File: config.mk
export PLATFORM = sky130hd
export DESIGN_NAME = alu_exec_unit
export DESIGN_NICKNAME = d
export VERILOG_FILES = /design/src/rtl/alu_exec_unit.sv
export SDC_FILE = /design/constraint.sdc
export NUM_CORES = 1
export LEC_CHECK = 0
export BUFFER_PORTS_ARGS = -buffer_cell sky130_fd_sc_hd__buf_4
export CORE_UTILIZATION = 42
export DETAILED_ROUTE_END_ITERATION = 6
export SETUP_SLACK_MARGIN = 0.3
export SYNTH_ARGS = -nofsm -noshare
export SYNTH_HDL_FRONTEND = slang
export SYNTH_SLANG_ARGS = --single-unit
File: constraint.sdc
create_clock -name clk -period 14 [get_ports clk]
set_clock_uncertainty 0.05 [all_clocks]
set_input_delay 3.5 -clock clk [delete_from_list [all_inputs] [get_ports clk]]
set_output_delay 3.5 -clock clk [all_outputs]
set_load 0.03 [all_outputs]
File: src/rtl/alu_exec_unit.sv
// ALU/branch execution unit with result queue feeding the CDB.
// Optional multiplier pipeline is enabled by defining ALU_MUL_EN.
package alu_exec_pkg;
  localparam int OP_LOG = 6;
  localparam logic [OP_LOG-1:0]
    OP_ADD  = 6'd0,  OP_SUB   = 6'd1,  OP_AND   = 6'd2,  OP_OR    = 6'd3,
    OP_XOR  = 6'd4,  OP_SLL   = 6'd5,  OP_SRL   = 6'd6,  OP_SRA   = 6'd7,
    OP_SLT  = 6'd8,  OP_SLTU  = 6'd9,  OP_ADDI  = 6'd10, OP_ANDI  = 6'd11,
    OP_ORI  = 6'd12, OP_XORI  = 6'd13, OP_SLLI  = 6'd14, OP_SRLI  = 6'd15,
    OP_SRAI = 6'd16, OP_SLTI  = 6'd17, OP_SLTIU = 6'd18, OP_LUI   = 6'd19,
    OP_AUIPC = 6'd20, OP_JAL  = 6'd21, OP_JALR  = 6'd22, OP_BEQ   = 6'd23,
    OP_BNE  = 6'd24, OP_BLT   = 6'd25, OP_BGE   = 6'd26, OP_BLTU  = 6'd27,
    OP_BGEU = 6'd28, OP_MUL   = 6'd29, OP_MULH  = 6'd30, OP_MULHSU = 6'd31,
    OP_MULHU = 6'd32;
endpackage

module alu_exec_unit
  import alu_exec_pkg::*;
#(
  parameter int QDEPTH     = 4,
  parameter int MUL_STAGES = 3,
  parameter int ROB_LOG    = 4
) (
  input  logic               clk,
  input  logic               rst,
  input  logic               rdy,
  input  logic               flush,
  input  logic               in_valid,
  input  logic [OP_LOG-1:0]  in_op,
  input  logic [31:0]        in_Vj,
  input  logic [31:0]        in_Vk,
  input  logic [31:0]        in_Imm,
  input  logic [ROB_LOG-1:0] in_DestRob,
  input  logic [31:0]        in_CurPC,
  input  logic               cdb_ready,
  output logic               out_valid,
  output logic [ROB_LOG-1:0] out_RobId,
  output logic [31:0]        out_value,
  output logic               out_jump,
  output logic [31:0]        out_target,
  output logic               fu_next_full
);
  localparam int PW = $clog2(QDEPTH);
  localparam int NS = (MUL_STAGES > 1) ? MUL_STAGES - 1 : 1;

  typedef struct packed {
    logic [ROB_LOG-1:0] rob;
    logic [31:0]        value;
    logic               jump;
    logic [31:0]        target;
  } ent_t;

  logic          accept, is_mul, mul_req, alu_req, pop;
  logic [31:0]   pc4, br_tgt, jalr_tgt;
  ent_t          alu_ent, mul_ent, e0;
  ent_t          q [QDEPTH];
  logic [PW-1:0] head, tail;
  logic [PW:0]   count;
  int            inflight, free_i, req_i, push_i;

  assign accept   = in_valid & rdy & ~flush;
  assign pc4      = in_CurPC + 32'd4;
  assign br_tgt   = in_CurPC + in_Imm;
  assign jalr_tgt = (in_Vj + in_Imm) & ~32'd1;

  always_comb begin
    alu_ent.rob    = in_DestRob;
    alu_ent.value  = '0;
    alu_ent.jump   = 1'b0;
    alu_ent.target = pc4;
    is_mul         = 1'b0;
    case (in_op)
      OP_ADD:   alu_ent.value = in_Vj + in_Vk;
      OP_SUB:   alu_ent.value = in_Vj - in_Vk;
      OP_AND:   alu_ent.value = in_Vj & in_Vk;
      OP_OR:    alu_ent.value = in_Vj | in_Vk;
      OP_XOR:   alu_ent.value = in_Vj ^ in_Vk;
      OP_SLL:   alu_ent.value = in_Vj << in_Vk[4:0];
      OP_SRL:   alu_ent.value = in_Vj >> in_Vk[4:0];
      OP_SRA:   alu_ent.value = $signed(in_Vj) >>> in_Vk[4:0];
      OP_SLT:   alu_ent.value = {31'b0, $signed(in_Vj) < $signed(in_Vk)};
      OP_SLTU:  alu_ent.value = {31'b0, in_Vj < in_Vk};
      OP_ADDI:  alu_ent.value = in_Vj + in_Imm;
      OP_ANDI:  alu_ent.value = in_Vj & in_Imm;
      OP_ORI:   alu_ent.value = in_Vj | in_Imm;
      OP_XORI:  alu_ent.value = in_Vj ^ in_Imm;
      OP_SLLI:  alu_ent.value = in_Vj << in_Imm[4:0];
      OP_SRLI:  alu_ent.value = in_Vj >> in_Imm[4:0];
      OP_SRAI:  alu_ent.value = $signed(in_Vj) >>> in_Imm[4:0];
      OP_SLTI:  alu_ent.value = {31'b0, $signed(in_Vj) < $signed(in_Imm)};
      OP_SLTIU: alu_ent.value = {31'b0, in_Vj < in_Imm};
      OP_LUI:   alu_ent.value = in_Imm;
      OP_AUIPC: alu_ent.value = br_tgt;
      OP_JAL, OP_JALR: begin
        alu_ent.value = pc4;
        alu_ent.jump  = 1'b1;
      end
      OP_BEQ:   alu_ent.jump = (in_Vj == in_Vk);
      OP_BNE:   alu_ent.jump = (in_Vj != in_Vk);
      OP_BLT:   alu_ent.jump = $signed(in_Vj) < $signed(in_Vk);
      OP_BGE:   alu_ent.jump = $signed(in_Vj) >= $signed(in_Vk);
      OP_BLTU:  alu_ent.jump = in_Vj < in_Vk;
      OP_BGEU:  alu_ent.jump = in_Vj >= in_Vk;
`ifdef ALU_MUL_EN
      OP_MUL, OP_MULH, OP_MULHSU, OP_MULHU: is_mul = 1'b1;
`endif
      default: ;
    endcase
    // Every taken transfer except JALR targets PC-relative.
    if (alu_ent.jump)
      alu_ent.target = (in_op == OP_JALR) ? jalr_tgt : br_tgt;
  end

`ifdef ALU_MUL_EN
  logic               m_vld [NS];
  logic [ROB_LOG-1:0] m_rob [NS];
  logic [31:0]        m_val [NS];
  logic [31:0]        m_tgt [NS];
  logic [63:0]        ma, mb, mprod;
  logic               sa, sb;

  // Sign-extend to 64 bits; the low 64 product bits are exact for all four ops.
  assign sa    = ((in_op == OP_MULH) || (in_op == OP_MULHSU)) & in_Vj[31];
  assign sb    = (in_op == OP_MULH) & in_Vk[31];
  assign ma    = {{32{sa}}, in_Vj};
  assign mb    = {{32{sb}}, in_Vk};
  assign mprod = ma * mb;

  always_ff @(posedge clk) begin
    if (rst) begin
      for (int i = 0; i < NS; i++) m_vld[i] <= 1'b0;
    end else if (rdy) begin
      if (flush) begin
        for (int i = 0; i < NS; i++) m_vld[i] <= 1'b0;
      end else begin
        m_vld[0] <= accept & is_mul;
        m_rob[0] <= in_DestRob;
        m_val[0] <= (in_op == OP_MUL) ? mprod[31:0] : mprod[63:32];
        m_tgt[0] <= pc4;
        for (int i = 1; i < NS; i++) begin
          m_vld[i] <= m_vld[i-1];
          m_rob[i] <= m_rob[i-1];
          m_val[i] <= m_val[i-1];
          m_tgt[i] <= m_tgt[i-1];
        end
      end
    end
  end

  assign mul_req = rdy & ~flush & m_vld[NS-1];
  assign mul_ent = '{rob: m_rob[NS-1], value: m_val[NS-1], jump: 1'b0, target: m_tgt[NS-1]};

  always_comb begin
    inflight = 0;
    for (int i = 0; i < NS; i++) inflight += int'(m_vld[i]);
  end
`else
  assign mul_req = 1'b0;
  assign mul_ent = '0;
  always_comb inflight = 0;
`endif

  assign out_valid    = rdy & (count != '0);
  assign out_RobId    = q[head].rob;
  assign out_value    = q[head].value;
  assign out_jump     = q[head].jump;
  assign out_target   = q[head].target;
  assign fu_next_full = (int'(count) + inflight) >= (QDEPTH - 2);

  // Multiplier result is older than a same-edge ALU result, so it takes the first slot.
  always_comb begin
    pop     = out_valid & cdb_ready;
    alu_req = accept & ~is_mul;
    free_i  = QDEPTH - int'(count) + int'(pop);
    req_i   = int'(mul_req) + int'(alu_req);
    push_i  = (req_i < free_i) ? req_i : free_i;
    e0      = mul_req ? mul_ent : alu_ent;
  end

  always_ff @(posedge clk) begin
    if (rst) begin
      head  <= '0;
      tail  <= '0;
      count <= '0;
    end else if (rdy) begin
      if (flush) begin
        head  <= '0;
        tail  <= '0;
        count <= '0;
      end else begin
        if (push_i > 0) q[tail] <= e0;
`ifdef ALU_MUL_EN
        if (push_i > 1) q[tail + PW'(1)] <= alu_ent;
`endif
        tail  <= tail + PW'(push_i);
        if (pop) head <= head + PW'(1);
        count <= count + (PW+1)'(push_i) - (PW+1)'(pop);
      end
    end
  end

`ifndef SYNTHESIS
  always_ff @(posedge clk)
    if (!rst && rdy && !flush && (req_i > free_i))
      $error("alu_exec_unit: push into full result queue, entry dropped");
`endif
endmodule
==> impl_metrics.csv <==
group,metric,value,unit
status,outcome,"finished with violations",
status,violations,"DRC",
clock_tree,cts_buffers,28,
logic_synthesis,yosysUniqueCellTypes,91,
timing,fin_crit_sh,0.569,
logic_synthesis,yosys_warnings,0,
logic_synthesis,synth_nets,3408,
detailed_routing,ant_nets,0,
timing,relSlewSlack,0.0692,
cells_and_area,area_delta_synth_final,12.2,%
floorplanning,fp-row-count,94,
global_route,grt_pass1_wl,197000,µm
placed_design,dp_hpwl,109000,µm
detailed_routing,vias,28300,
logic_synthesis,synth.cell_area,28100,µm²
setup_path,slowest_stage,"a2111oi_1",
setup_path,cp_num_buf_inv,2,
logic_synthesis,syn_inst,3091,
setup_path,cp_max_fo,10,
timing,fmax,126,MHz
detailed_routing,drt_iter0_markers,3766,
timing,finalHoldWorstSlack,451,ps
timing,timing.final.crit_period,7960,ps
logic_synthesis,yosys.cell_count.top_type,"nand2_1",
detailed_routing,wirelength,143000,µm
logic_synthesis,yosys.area.top_type,"edfxtp_1",
worst_hold_path,hold_class,"flop to flop",
pwr,leakage,12.0,nW
clock_tree,cts.htree.levels,1,
logic_synthesis,synth-edff-count,276,
cells_and_area,drive_gt1_frac,0.161,
timing,finalSetupTns,0,ps
logic_synthesis,synth-seq-cells,285,
floorplanning,initial_utilization,0.426,
clock_tree,hold_buffers,0,
timing,setup_viol,0,
setup_path,required,14250,ps
clock_tree,cts-root-buf,"clkbuf_16",
clock_tree,cts_num_sinks,285,
logic_synthesis,synth.top_cell.area_share,0.295,
clock_tree,clockBufferDepth,3,
setup_path,crit_type,"input port to flop",
timing,drv_slew,0,
setup_path,max_stage_delay,980,ps
setup_path,arrival,8220,ps
clock_tree,cts_resized,0,
clock_tree,clk_latency,540,ps
setup_path,cp_top_family,"compound AO/OA/AOI/OAI gates",
logic_synthesis,synthTopCellsByArea,"edfxtp_1, mux4_2, ha_1",
logic_synthesis,syn-mean-instance-area,9.09,µm²
global_route,grtUsageTotal,0.409,
clock_tree,clk_pin_slew,70,ps
logic_synthesis,yosysSeqAreaShare,0.301,
clock_tree,cts_tree,"done",
placed_design,gp_congestion,1.08,
timing,tightest_slew,1360,ps
run,drv_cap,0,
floorplanning,fp.coreArea,66000,µm²
global_route,grt_max_degree,70,
placed_design,io_buffers,214,
detailed_routing,wl_per_cell,34.9,µm
floorplanning,die_x,261,µm
logic_synthesis,synthFlopType,"edfxtp_1",
setup_path,reg2reg_slack,9140,ps
floorplanning,die_y,261,µm
timing,hold_viol_final,0,
pwr,vdd_ir_drop_max,71.5,µV
floorplanning,io_pins,215,
clock_tree,cts_setup_buffers,0,
setup_path,worstPathCellList,"buf_4, clkinv_1, ha_1, nor2b_1, o311ai_0, a2111oi_1, o21ai_0, a31oi_1, o22ai_1, o31ai_1, xor2_1, o221ai_1, or3_1",
detailed_routing,vias_per_cell,6.92,
setup_path,worst_setup_path_start_kind,"input port",
timing,rsz0062_at_grt,"false",
cells_and_area,fin_nets,3512,
pwr,power_density,83.5,nW/µm²
logic_synthesis,synthArstFlopShare,0,
detailed_routing,drcViolationCount,52,
global_route,grt_pass1_vias,26400,
global_route,antenna_found_initial,10,
logic_synthesis,synth_common_cells,"nand2_1, edfxtp_1, a21oi_1, nor2_1, mux2i_1",
floorplanning,die_area,67900,µm²
global_route,overflow,0,
setup_path,crit_path_end_kind,"flop",
detailed_routing,dr.pass1.iters,7,
[sequential cells by signal, summed over array words and instances, names as in the netlist, named ones only]
register and cells:
tail 2, head 2, q 276, count 3
[kinds of logic after synthesis]
logic type | synth area share
AND/OR/NAND/NOR | 0.150
AO/OA/AOI/OAI | 0.205
buffers and inverters | 0.0524
multiplexers | 0.167
flip-flops | 0.301
adder cells (fa/ha/maj) | 0.0784
XOR/XNOR | 0.0452
[cell type report]
class	count	area, µm²
multi-input cells	2440	18300
well taps	864	1080
flip-flops and latches	285	8480
clock buffers	31	733
fillers	6307	34500
inverters	147	552
clock inverters	21	180
repair buffers	293	2200
diodes	3	7.51
[metrics by stage]
step,instance area [µm²],total power [mW],cells,utilization,worst slack (ps)
after floorplan,28100,1.50,3091,-,2310
after global placement,30600,1.85,4029,0.464,5640
after global routing,31500,2.70,4081,0.478,5960
after detailed placement,30600,1.86,4029,0.464,5570
after CTS,31500,2.60,4081,0.478,6160
final,31500,2.63,4084,0.478,6040
[path summary, 6_finish.rpt]
check / from / end / depth (start not counted)
hold / removal: head[1]$_SDFFE_PP0P_ / flop / 2
hold reg to reg: head[1]$_SDFFE_PP0P_ / flop / 2
setup / recovery: in_Imm[1] / q[2][62]$_DFFE_PP_ / 13
setup reg to reg: count[0]$_SDFFE_PP0P_ / q[1][53]$_DFFE_PP_ / 19
[report_power, final]
| group | internal, mW | switching (mW) | leakage (nW) |
|---|---|---|---|
| Combinational | 0.294 | 0.636 | 9.04 |
| Sequential | 0.954 | 0.00128 | 2.57 |
| Clock | 0.418 | 0.329 | 0.436 |
[worst reg2reg max path: stages (launching register included)]
cell     delay [ps]
dfxtp_1         390
inv_1            80
ha_1            200
ha_1            190
nor2_1          130
nand2_1         100
inv_1           140
ha_1            180
ha_1            170
nor2b_1         210
a22oi_1         120
nor2_1          120
o21ai_0         100
ha_1            330
mux2i_1         170
o21ai_0         100
and4b_1         250
nand2_1         150
nor2_4          490
buf_4           750
[per-layer routing]
layer  vias to the layer above  routed length [µm]  track usage
met5                         -                  57            0
met4                         8                7270        0.180
met3                       354               17700        0.112
met2                      1981               60300        0.605
met1                     14000               57400        0.557
li1                      12000                   -            -
[cells in the final DEF, fill, tap and decap left out, types with 14 or more instances in the layout]
master     instances
a21oi_1          236
nor3_1            65
o221ai_1          24
xor2_1            37
a221oi_1          25
buf_4            293
inv_1            145
a21o_1            34
o31ai_1           18
or3_1             14
a32oi_1           21
mux2i_1          205
a31oi_1           29
nand3_1          112
nor2b_1           24
xnor2_1          108
nor2_1           227
o211ai_1          52
o21bai_1          26
and3_1            21
o21ai_0          200
clkbuf_16         29
a211oi_1          31
o21a_1            19
nand2b_1          16
o22ai_1           34
mux2_2            15
ha_1             168
nand4_1           36
edfxtp_1         276
nor4_1            18
nand2_1          291
mux4_2           106
Note: power is estimated with default switching activity, not from simulation.
